## config.mk

```make
export PLATFORM = sky130hd
export DESIGN_NAME = nfc_command_feature_flat
export DESIGN_NICKNAME = d
export VERILOG_FILES = /design/src/rtl/nfc_command_feature_if.sv /design/src/rtl/nfc_command_feature.sv /design/src/flat_wrapper.sv
export SDC_FILE = /design/constraint.sdc
export NUM_CORES = 1
export LEC_CHECK = 0
export CAP_MARGIN = 10
export CORE_AREA = 2 2 126 128
export CTS_BUF_LIST = sky130_fd_sc_hd__clkbuf_16
export DETAILED_ROUTE_END_ITERATION = 12
export DIE_AREA = 0 0 128 130
export GPL_TIMING_DRIVEN = 0
export PLACE_DENSITY = 0.76
export SETUP_SLACK_MARGIN = 0.4
export SYNTH_ARGS = -nofsm -noshare
export SYNTH_HDL_FRONTEND = slang
export SYNTH_SLANG_ARGS = --single-unit
```

## constraint.sdc

```tcl
create_clock -name iSystemClock -period 2.1 [get_ports iSystemClock]
set_input_delay 0.42 -clock iSystemClock [delete_from_list [all_inputs] [get_ports iSystemClock]]
set_output_delay 0.42 -clock iSystemClock [all_outputs]
set_load 0.05 [all_outputs]
```

## src/rtl/nfc_command_feature_if.sv

```systemverilog
`timescale 1ns/1ps
// ACG-side bus of the feature command executor: request/CA lines, write and read
// word streams, and per-way ready/busy. master = command executor, slave = ACG layer.
interface nfc_command_feature_if #(
    parameter int NumberOfWays = 4
) ();
    logic [7:0]              oACG_Command;
    logic [2:0]              oACG_CommandOption;
    logic [7:0]              iACG_Ready;
    logic [7:0]              iACG_LastStep;
    logic [NumberOfWays-1:0] oACG_TargetWay;
    logic [15:0]             oACG_NumOfData;
    logic                    oACG_CASelect;
    logic [39:0]             oACG_CAData;
    logic [15:0]             oACG_WriteData;
    logic                    oACG_WriteLast;
    logic                    oACG_WriteValid;
    logic                    iACG_WriteReady;
    logic [15:0]             iACG_ReadData;
    logic                    iACG_ReadLast;
    logic                    iACG_ReadValid;
    logic                    oACG_ReadReady;
    logic [NumberOfWays-1:0] iACG_ReadyBusy;

    modport master (
        output oACG_Command, oACG_CommandOption, oACG_TargetWay, oACG_NumOfData,
               oACG_CASelect, oACG_CAData, oACG_WriteData, oACG_WriteLast,
               oACG_WriteValid, oACG_ReadReady,
        input  iACG_Ready, iACG_LastStep, iACG_WriteReady, iACG_ReadData,
               iACG_ReadLast, iACG_ReadValid, iACG_ReadyBusy
    );

    modport slave (
        input  oACG_Command, oACG_CommandOption, oACG_TargetWay, oACG_NumOfData,
               oACG_CASelect, oACG_CAData, oACG_WriteData, oACG_WriteLast,
               oACG_WriteValid, oACG_ReadReady,
        output iACG_Ready, iACG_LastStep, iACG_WriteReady, iACG_ReadData,
               iACG_ReadLast, iACG_ReadValid, iACG_ReadyBusy
    );
endinterface

```

## src/rtl/nfc_command_feature.sv

```systemverilog
`timescale 1ns/1ps
// SET FEATURES (EFh) / GET FEATURES (EEh) executor sitting between the NFC dispatcher
// and the ACG layer: CA issue, address, optional data out, R/B wait, optional data in.
module nfc_command_feature #(
    parameter int          NumberOfWays = 4,
    parameter logic [5:0]  SetCommandID = 6'b000010,
    parameter logic [5:0]  GetCommandID = 6'b000011,
    parameter int          ParamWords   = 2,
    parameter int          RBLowTimeout = 64
) (
    input  logic                      iSystemClock,
    input  logic                      iReset,
    input  logic [5:0]                iOpcode,
    input  logic                      iCMDValid,
    output logic                      oCMDReady,
    input  logic [NumberOfWays-1:0]   iWaySelect,
    input  logic [7:0]                iFeatureAddr,
    input  logic [16*ParamWords-1:0]  iFeatureData,
    output logic [16*ParamWords-1:0]  oFeatureData,
    output logic                      oFeatureValid,
    output logic                      oStart,
    output logic                      oLastStep,
    nfc_command_feature_if.master     acg
);

    localparam int DataW = 16 * ParamWords;
    localparam int CntW  = (ParamWords > 1) ? $clog2(ParamWords) : 1;
    localparam int RbW   = $clog2(RBLowTimeout + 1);

    typedef enum logic [3:0] {
        S_RESET,
        S_READY,
        S_CMD_ISSUE,
        S_ADDR_ISSUE,
        S_DATA_OUT,
        S_WAIT_RB_LOW,
        S_WAIT_RB_HIGH,
        S_DATA_IN,
        S_DONE
    } state_t;

    state_t                  state_q, state_d;
    logic                    cmd_ready_q, cmd_ready_d;
    logic                    get_mode_q, get_mode_d;
    logic [7:0]              feature_addr_q, feature_addr_d;
    logic [DataW-1:0]        wdata_sr_q, wdata_sr_d;
    logic [CntW-1:0]         word_cnt_q, word_cnt_d;
    logic                    launched_q, launched_d;
    logic [RbW-1:0]          rb_cnt_q, rb_cnt_d;
    logic [NumberOfWays-1:0] rb_sample_q, rb_sample_d;
    logic                    way_rb_q, way_rb_d;
    logic [DataW-1:0]        capture_q, capture_d;
    logic                    captured_q, captured_d;
    logic [DataW-1:0]        feature_data_q, feature_data_d;
    logic                    feature_valid_q, feature_valid_d;
    logic                    last_step_q, last_step_d;
    logic [7:0]              acg_command_q, acg_command_d;
    logic [NumberOfWays-1:0] target_way_q, target_way_d;
    logic [15:0]             num_of_data_q, num_of_data_d;
    logic                    ca_select_q, ca_select_d;
    logic [39:0]             ca_data_q, ca_data_d;
    logic                    write_valid_q, write_valid_d;
    logic                    write_last_q, write_last_d;
    logic                    read_ready_q, read_ready_d;

    logic                    acg_ready;
    logic [7:0]              step_mask;
    logic                    step_done;
    logic [DataW-1:0]        capture_shift;
    logic                    unused_acg_bits;

    assign oStart        = iCMDValid && ((iOpcode == SetCommandID) || (iOpcode == GetCommandID));
    assign acg_ready     = (acg.iACG_Ready[6:0] == 7'h7F);
    assign capture_shift = (capture_q << 16) | DataW'(acg.iACG_ReadData);
    assign unused_acg_bits = acg.iACG_Ready[7];

    assign oCMDReady              = cmd_ready_q;
    assign oFeatureData           = feature_data_q;
    assign oFeatureValid          = feature_valid_q;
    assign oLastStep              = last_step_q;
    assign acg.oACG_Command       = acg_command_q;
    assign acg.oACG_CommandOption = 3'b000;
    assign acg.oACG_TargetWay     = target_way_q;
    assign acg.oACG_NumOfData     = num_of_data_q;
    assign acg.oACG_CASelect      = ca_select_q;
    assign acg.oACG_CAData        = ca_data_q;
    assign acg.oACG_WriteData     = wdata_sr_q[DataW-1 -: 16];
    assign acg.oACG_WriteLast     = write_last_q;
    assign acg.oACG_WriteValid    = write_valid_q;
    assign acg.oACG_ReadReady     = read_ready_q;

    always_comb begin
        state_d         = state_q;
        cmd_ready_d     = cmd_ready_q;
        get_mode_d      = get_mode_q;
        feature_addr_d  = feature_addr_q;
        wdata_sr_d      = wdata_sr_q;
        word_cnt_d      = word_cnt_q;
        launched_d      = launched_q;
        rb_cnt_d        = rb_cnt_q;
        rb_sample_d     = target_way_q & acg.iACG_ReadyBusy;
        way_rb_d        = |rb_sample_q;
        capture_d       = capture_q;
        captured_d      = captured_q;
        feature_data_d  = feature_data_q;
        feature_valid_d = 1'b0;
        last_step_d     = 1'b0;
        acg_command_d   = acg_command_q;
        target_way_d    = target_way_q;
        num_of_data_d   = num_of_data_q;
        ca_select_d     = ca_select_q;
        ca_data_d       = ca_data_q;
        write_valid_d   = write_valid_q;
        write_last_d    = write_last_q;
        read_ready_d    = read_ready_q;

        case (state_q)
            S_CMD_ISSUE, S_ADDR_ISSUE: step_mask = 8'h40;
            S_DATA_OUT:                step_mask = 8'h20;
            S_DATA_IN:                 step_mask = 8'h10;
            default:                   step_mask = 8'h00;
        endcase

        // The request bit is held until the ACG takes it once; done pulses only count afterwards.
        if (!launched_q && ((acg_command_q & step_mask) != 8'h00) && acg_ready) begin
            launched_d    = 1'b1;
            acg_command_d = 8'h00;
        end
        step_done = launched_q && ((acg.iACG_LastStep & step_mask) != 8'h00);

        case (state_q)
            S_RESET: state_d = S_READY;

            S_READY: begin
                if (oStart) begin
                    get_mode_d     = (iOpcode == GetCommandID);
                    feature_addr_d = iFeatureAddr;
                    wdata_sr_d     = iFeatureData;
                    target_way_d   = iWaySelect;
                    cmd_ready_d    = 1'b0;
                    launched_d     = 1'b0;
                    captured_d     = 1'b0;
                    capture_d      = '0;
                    acg_command_d  = 8'h40;
                    ca_select_d    = 1'b1;
                    num_of_data_d  = 16'd1;
                    ca_data_d      = {(iOpcode == GetCommandID) ? 8'hEE : 8'hEF, 32'h0};
                    state_d        = S_CMD_ISSUE;
                end
            end

            S_CMD_ISSUE: begin
                if (step_done) begin
                    launched_d    = 1'b0;
                    acg_command_d = 8'h40;
                    ca_select_d   = 1'b0;
                    num_of_data_d = 16'd1;
                    ca_data_d     = {feature_addr_q, 32'h0};
                    state_d       = S_ADDR_ISSUE;
                end
            end

            S_ADDR_ISSUE: begin
                if (step_done) begin
                    launched_d = 1'b0;
                    if (get_mode_q) begin
                        rb_cnt_d = '0;
                        state_d  = S_WAIT_RB_LOW;
                    end else begin
                        acg_command_d = 8'h20;
                        num_of_data_d = 16'(2 * ParamWords);
                        write_valid_d = 1'b1;
                        write_last_d  = (ParamWords == 1);
                        word_cnt_d    = '0;
                        state_d       = S_DATA_OUT;
                    end
                end
            end

            S_DATA_OUT: begin
                if (write_valid_q && acg.iACG_WriteReady) begin
                    if (word_cnt_q == CntW'(ParamWords - 1)) begin
                        write_valid_d = 1'b0;
                        write_last_d  = 1'b0;
                    end else begin
                        word_cnt_d   = word_cnt_q + 1'b1;
                        wdata_sr_d   = wdata_sr_q << 16;
                        write_last_d = (word_cnt_q == CntW'(ParamWords - 2));
                    end
                end
                if (step_done) begin
                    write_valid_d = 1'b0;
                    write_last_d  = 1'b0;
                    rb_cnt_d      = '0;
                    state_d       = S_WAIT_RB_LOW;
                end
            end

            // A busy pulse shorter than the sampling pipeline can be missed; the timeout covers it.
            S_WAIT_RB_LOW: begin
                if (!way_rb_q || (rb_cnt_q == RbW'(RBLowTimeout - 1))) begin
                    state_d = S_WAIT_RB_HIGH;
                end else begin
                    rb_cnt_d = rb_cnt_q + 1'b1;
                end
            end

            S_WAIT_RB_HIGH: begin
                if (way_rb_q) begin
                    if (get_mode_q) begin
                        launched_d    = 1'b0;
                        acg_command_d = 8'h10;
                        num_of_data_d = 16'(2 * ParamWords);
                        read_ready_d  = 1'b1;
                        word_cnt_d    = '0;
                        state_d       = S_DATA_IN;
                    end else begin
                        last_step_d = 1'b1;
                        state_d     = S_DONE;
                    end
                end
            end

            S_DATA_IN: begin
                if (read_ready_q && acg.iACG_ReadValid && !captured_q) begin
                    capture_d = capture_shift;
                    if ((word_cnt_q == CntW'(ParamWords - 1)) || acg.iACG_ReadLast) begin
                        feature_data_d  = capture_shift;
                        feature_valid_d = 1'b1;
                        captured_d      = 1'b1;
                    end else begin
                        word_cnt_d = word_cnt_q + 1'b1;
                    end
                end
                if (step_done) begin
                    read_ready_d = 1'b0;
                    last_step_d  = 1'b1;
                    state_d      = S_DONE;
                end
            end

            S_DONE: begin
                cmd_ready_d  = 1'b1;
                target_way_d = '0;
                state_d      = S_READY;
            end

            default: state_d = S_RESET;
        endcase
    end

    always_ff @(posedge iSystemClock) begin
        if (iReset) begin
            state_q         <= S_RESET;
            cmd_ready_q     <= 1'b1;
            get_mode_q      <= 1'b0;
            feature_addr_q  <= '0;
            wdata_sr_q      <= '0;
            word_cnt_q      <= '0;
            launched_q      <= 1'b0;
            rb_cnt_q        <= '0;
            rb_sample_q     <= '0;
            way_rb_q        <= 1'b0;
            capture_q       <= '0;
            captured_q      <= 1'b0;
            feature_data_q  <= '0;
            feature_valid_q <= 1'b0;
            last_step_q     <= 1'b0;
            acg_command_q   <= '0;
            target_way_q    <= '0;
            num_of_data_q   <= '0;
            ca_select_q     <= 1'b1;
            ca_data_q       <= '0;
            write_valid_q   <= 1'b0;
            write_last_q    <= 1'b0;
            read_ready_q    <= 1'b0;
        end else begin
            state_q         <= state_d;
            cmd_ready_q     <= cmd_ready_d;
            get_mode_q      <= get_mode_d;
            feature_addr_q  <= feature_addr_d;
            wdata_sr_q      <= wdata_sr_d;
            word_cnt_q      <= word_cnt_d;
            launched_q      <= launched_d;
            rb_cnt_q        <= rb_cnt_d;
            rb_sample_q     <= rb_sample_d;
            way_rb_q        <= way_rb_d;
            capture_q       <= capture_d;
            captured_q      <= captured_d;
            feature_data_q  <= feature_data_d;
            feature_valid_q <= feature_valid_d;
            last_step_q     <= last_step_d;
            acg_command_q   <= acg_command_d;
            target_way_q    <= target_way_d;
            num_of_data_q   <= num_of_data_d;
            ca_select_q     <= ca_select_d;
            ca_data_q       <= ca_data_d;
            write_valid_q   <= write_valid_d;
            write_last_q    <= write_last_d;
            read_ready_q    <= read_ready_d;
        end
    end

endmodule

```

## src/flat_wrapper.sv

```systemverilog
// flat-port wrapper written by rule: the top's interface ports become plain ports
module nfc_command_feature_flat 
#(
    parameter int          NumberOfWays = 4,
    parameter logic [5:0]  SetCommandID = 6'b000010,
    parameter logic [5:0]  GetCommandID = 6'b000011,
    parameter int          ParamWords   = 2,
    parameter int          RBLowTimeout = 64
)
  (iSystemClock, iReset, iOpcode, iCMDValid, oCMDReady, iWaySelect, iFeatureAddr, iFeatureData, oFeatureData, oFeatureValid, oStart, oLastStep, acg_oACG_Command, acg_oACG_CommandOption, acg_oACG_TargetWay, acg_oACG_NumOfData, acg_oACG_CASelect, acg_oACG_CAData, acg_oACG_WriteData, acg_oACG_WriteLast, acg_oACG_WriteValid, acg_oACG_ReadReady, acg_iACG_Ready, acg_iACG_LastStep, acg_iACG_WriteReady, acg_iACG_ReadData, acg_iACG_ReadLast, acg_iACG_ReadValid, acg_iACG_ReadyBusy);
  nfc_command_feature_if #(.NumberOfWays(NumberOfWays)) acg_i ();
  input  logic iSystemClock;
  input  logic iReset;
  input  logic [5:0] iOpcode;
  input  logic iCMDValid;
  output logic oCMDReady;
  input  logic [NumberOfWays-1:0] iWaySelect;
  input  logic [7:0] iFeatureAddr;
  input  logic [16*ParamWords-1:0] iFeatureData;
  output logic [16*ParamWords-1:0] oFeatureData;
  output logic oFeatureValid;
  output logic oStart;
  output logic oLastStep;
  output wire logic [$bits(acg_i.oACG_Command)-1:0] acg_oACG_Command;
  output wire logic [$bits(acg_i.oACG_CommandOption)-1:0] acg_oACG_CommandOption;
  output wire logic [$bits(acg_i.oACG_TargetWay)-1:0] acg_oACG_TargetWay;
  output wire logic [$bits(acg_i.oACG_NumOfData)-1:0] acg_oACG_NumOfData;
  output wire logic [$bits(acg_i.oACG_CASelect)-1:0] acg_oACG_CASelect;
  output wire logic [$bits(acg_i.oACG_CAData)-1:0] acg_oACG_CAData;
  output wire logic [$bits(acg_i.oACG_WriteData)-1:0] acg_oACG_WriteData;
  output wire logic [$bits(acg_i.oACG_WriteLast)-1:0] acg_oACG_WriteLast;
  output wire logic [$bits(acg_i.oACG_WriteValid)-1:0] acg_oACG_WriteValid;
  output wire logic [$bits(acg_i.oACG_ReadReady)-1:0] acg_oACG_ReadReady;
  input wire logic [$bits(acg_i.iACG_Ready)-1:0] acg_iACG_Ready;
  input wire logic [$bits(acg_i.iACG_LastStep)-1:0] acg_iACG_LastStep;
  input wire logic [$bits(acg_i.iACG_WriteReady)-1:0] acg_iACG_WriteReady;
  input wire logic [$bits(acg_i.iACG_ReadData)-1:0] acg_iACG_ReadData;
  input wire logic [$bits(acg_i.iACG_ReadLast)-1:0] acg_iACG_ReadLast;
  input wire logic [$bits(acg_i.iACG_ReadValid)-1:0] acg_iACG_ReadValid;
  input wire logic [$bits(acg_i.iACG_ReadyBusy)-1:0] acg_iACG_ReadyBusy;
  assign acg_oACG_Command = acg_i.oACG_Command;
  assign acg_oACG_CommandOption = acg_i.oACG_CommandOption;
  assign acg_oACG_TargetWay = acg_i.oACG_TargetWay;
  assign acg_oACG_NumOfData = acg_i.oACG_NumOfData;
  assign acg_oACG_CASelect = acg_i.oACG_CASelect;
  assign acg_oACG_CAData = acg_i.oACG_CAData;
  assign acg_oACG_WriteData = acg_i.oACG_WriteData;
  assign acg_oACG_WriteLast = acg_i.oACG_WriteLast;
  assign acg_oACG_WriteValid = acg_i.oACG_WriteValid;
  assign acg_oACG_ReadReady = acg_i.oACG_ReadReady;
  assign acg_i.iACG_Ready = acg_iACG_Ready;
  assign acg_i.iACG_LastStep = acg_iACG_LastStep;
  assign acg_i.iACG_WriteReady = acg_iACG_WriteReady;
  assign acg_i.iACG_ReadData = acg_iACG_ReadData;
  assign acg_i.iACG_ReadLast = acg_iACG_ReadLast;
  assign acg_i.iACG_ReadValid = acg_iACG_ReadValid;
  assign acg_i.iACG_ReadyBusy = acg_iACG_ReadyBusy;
  nfc_command_feature #(.NumberOfWays(NumberOfWays), .SetCommandID(SetCommandID), .GetCommandID(GetCommandID), .ParamWords(ParamWords), .RBLowTimeout(RBLowTimeout)) u_core (.iSystemClock(iSystemClock), .iReset(iReset), .iOpcode(iOpcode), .iCMDValid(iCMDValid), .oCMDReady(oCMDReady), .iWaySelect(iWaySelect), .iFeatureAddr(iFeatureAddr), .iFeatureData(iFeatureData), .oFeatureData(oFeatureData), .oFeatureValid(oFeatureValid), .oStart(oStart), .oLastStep(oLastStep), .acg(acg_i));
endmodule
```

==> results of run 1 <==
-- through the flow --
stage / total power, uW / hold WS, ns / std cells
floorplan: 3930 / 0.416 / 795
global placement: 4430 / 0.426 / 1149
detailed placement: 4430 / 0.437 / 1149
CTS: 7880 / 0.339 / 1223
global route: 8500 / 0.367 / 1234
finish: 8280 / 0.345 / 1234
-- cells in the final DEF (no fill, tap or decap), types with 8 or more instances in the layout --
cell             count
a211oi_2            10
buf_2                8
dfxtp_1            130
nand3_4              9
buf_8               17
clkbuf_2            42
buf_6               21
a21oi_2             53
buf_4              100
nand2_2             10
o21ai_0              8
nor2_1              37
a21oi_1             26
a22o_1              16
nand2_1            109
a311oi_1            14
conb_1              49
nand2_4             33
clkdlybuf4s15_2     35
nor2_2               9
nand3_2             11
clkbuf_1             9
clkbuf_16           20
clkdlybuf4s50_1     77
-- routing by layer --
layer  up-vias  part of all wire (%)  GRT usage (%)
met5         -                     0              0
met4         0                   2.2           8.47
met3        48                   8.5           6.31
met2       327                    50           40.6
met1      3149                    39           29.9
li1       3075                     -              -
-- worst min path at each step --
| stage | from | to | slack, ns | depth (start not counted) |
|---|---|---|---|---|
| after floorplan | u_core.rb_sample_q[2]$_SDFF_PP0_ | u_core.way_rb_q$_SDFF_PP0_ | 0.42 | 2 |
| after global placement | u_core.rb_sample_q[1]$_SDFF_PP0_ | u_core.way_rb_q$_SDFF_PP0_ | 0.43 | 2 |
| after detailed placement | u_core.rb_sample_q[1]$_SDFF_PP0_ | u_core.way_rb_q$_SDFF_PP0_ | 0.44 | 2 |
| after CTS | iOpcode[4] | u_core.get_mode_q$_SDFFE_PP0P_ | 0.34 | 4 |
| after global routing | iOpcode[4] | u_core.get_mode_q$_SDFFE_PP0P_ | 0.37 | 4 |
| final | iOpcode[4] | u_core.get_mode_q$_SDFFE_PP0P_ | 0.35 | 4 |
-- report_power, final --
| part | internal, uW | switching, uW |
|---|---|---|
| logic | 1020 | 1460 |
| registers | 2670 | 74.7 |
| clock network | 1870 | 1190 |
| total | 5560 | 2720 |
-- state kept, by name (all words and copies together) (netlist names), 2 cells and up --
register                   count
u_core.oFeatureData           32
u_core.rb_sample_q             4
u_core.acg.oACG_Command        8
u_core.rb_cnt_q                7
u_core.state_q                 4
u_core.acg.oACG_CAData         8
u_core.acg.oACG_NumOfData      2
u_core.feature_addr_q          8
u_core.capture_q              16
u_core.acg.oACG_TargetWay      4
u_core.wdata_sr_q             32
-- logic make-up (layout without fill, tap and decap cells) --
logic type,count (synthesis),after routing,share of synthesized area [%]
compound gates,177,177,19.2
fa+ha+maj,1,1,0.203
buf+inv,123,370,12.2
flops,137,137,44.6
mux,4,4,0.671
other cells,1,49,0.0610
simple gates,304,304,23.0
-- critical path: stages (launching register included) --
cell and delay (ns):
dfxtp_2 0.33, buf_6 0.13, or4b_4 0.54, buf_8 0.14, a21oi_2 0.11, a311o_1 0.27
buf_4 0.20, o21ai_0 0.11, a21oi_1 0.18
-- synth_stat cells (all sizes together), types with 6 or more instances --
| master | instances |
|---|---|
| buf | 87 |
| clkbuf | 28 |
| or3 | 7 |
| a311oi | 17 |
| and3 | 7 |
| a211oi | 12 |
| nor2 | 53 |
| dfxtp | 137 |
| a22o | 16 |
| and2 | 6 |
| o21ai | 17 |
| nor3 | 15 |
| inv | 7 |
| nand2 | 152 |
| a21oi | 80 |
| nand3 | 25 |
-- layout make-up --
cell class	count	area, um^2
plain buffers	115	996
clock buffers	17	425
clock inverters	15	175
fillers	1142	4840
inverters	8	36.3
multi-input cells	535	3920
flip-flops and latches	137	2760
well taps	192	240
repair buffers	215	2040
-- repair_timing --
action / 4_1_cts / 5_1_grt
endpoints found under the setup margin: 214 / 172
gates cloned: 10 / 0
gates resized for setup: 393 / 228
pin swaps: 107 / 62
setup buffers: 32 / 11
hold endpoints to repair: 0 / 0
==> flow_summary_export.csv, run 1 <==
group,metric,value,unit
cells_and_area,drive_gt1_share,45.6,%
logic_synthesis,yosysUniqueCellTypes,64,
logic_synthesis,synth_area_leaders,"dfxtp_1, nand2_1, buf_4",
status,outcome,"finished, violations left",
placement,numPortBuffers,162,
grt,grt_pass1_wl,31500,um
sta,fin_ws,-0.00282,ns
cts,cts.sinks,137,
critical_path,worstPathMaxFanout,5,
critical_path,r2r-start,"u_core.state_q[3]$_SDFFE_PP0P_",
die,io_pins,219,
grt,grt_pass1_vias,6142,
cts,cts_made_buffers,17,
grt,grt_usage,24.0,%
cts,clk_pin_slew,0.06,ns
sta,fmax,0.476,GHz
die,rows,46,
logic_synthesis,ys.flop_type,"dfxtp_1",
critical_path,worstSetupEndpoint,"u_core.rb_cnt_q[1]$_SDFFE_PP0P_",
power_and_ir_drop,powerDensity,782,nW/um^2
cts,clock_latency,0.42,ns
placement,dpl_cell_area,8300,um^2
power_and_ir_drop,p_leak,0.00405,uW
die,die_y,130,um
cts,holdBufCountCts,0,
cells_and_area,layout-area-overhead-vs-synth,72.1,%
die,die_x,128,um
critical_path,r2r_end,"u_core.rb_cnt_q[1]$_SDFFE_PP0P_",
run,maxCapViolCount,0,
sta,drv_slew,0,
die,dieArea,16600,um^2
logic_synthesis,yosysSeqAreaShare,44.6,%
sta,hold_viol_final,0,
detailed_routing,first_pass_iters,5,
detailed_routing,wl,22200,um
logic_synthesis,synthArstFlopShare,0,%
sta,min_period_over_period,100,%
sta,finClkSkew,0.00716,ns
logic_synthesis,synth_top_area_share,44.6,%
placement,hpwl,13600,um
detailed_routing,antenna_left,0,
sta,slew_headroom,40.4,%
detailed_routing,num_vias,6599,
cts,ctsRootBufferMaster,"clkbuf_16",
sta,fin_crit,2.10,ns
sta,rsz0062_at_grt,"yes",
logic_synthesis,syn_area_per_cell,8.23,um^2
grt,grt_max_degree,17,
detailed_routing,wl_per_cell,18.0,um
detailed_routing,initialDrtViolationCount,573,
cts,cts_tree,"done",
status,violations,"negative setup slack",
cts,cts_buffer_depth,2,
critical_path,crit_type,"register to register",
critical_path,crit_start,"u_core.state_q[3]$_SDFFE_PP0P_",
critical_path,arrival,2.44,ns
critical_path,reg2reg_slack,-0.003,ns
grt,grt_overflow,0,
grt,antenna_found_initial,0,
logic_synthesis,postSynthCellCount,747,
cells_and_area,nNetsFinal,1122,
placement,place.gp.congestion,0.926,
sta,setup_violations,1,
die,initial_utilization,39.9,%
cells_and_area,fin_util,68.6,%
critical_path,cp.required,2.44,ns
hold_path,min_path_type,"input port to register",
die,core-area,15400,um^2
cells_and_area,antenna_cells,0,
critical_path,cp-end-kind,"register",
placement,dpl_worst_slack,-0.694,ns
detailed_routing,drcViolationCount,0,
sta,worstMarginPinSlew,0.894,ns
cells_and_area,final_area,10600,um^2
critical_path,worstSetupStartpointType,"register",
logic_synthesis,synth_edf_count,0,
sta,tns,-0.00282,ns
logic_synthesis,synth.largest_area_cell,"dfxtp_1",
power_and_ir_drop,ir_worst_vdd,630,uV
cts,h-tree-depth,4,
detailed_routing,via_per_inst,5.35,
logic_synthesis,synth_seq_cells,137,
logic_synthesis,ys.warnings.count,0,
critical_path,ff2ff_path_depth,8,
logic_synthesis,synth_area,6150,um^2
(Power assumes the default switching activity.)
==> run 2, diff against run 1 <==
- CAP_MARGIN: 10 -> 20
- GPL_ROUTABILITY_DRIVEN: default -> 1
==> results of run 2 <==
No change in the layout: final DEF, timing and power equal those of run 1.
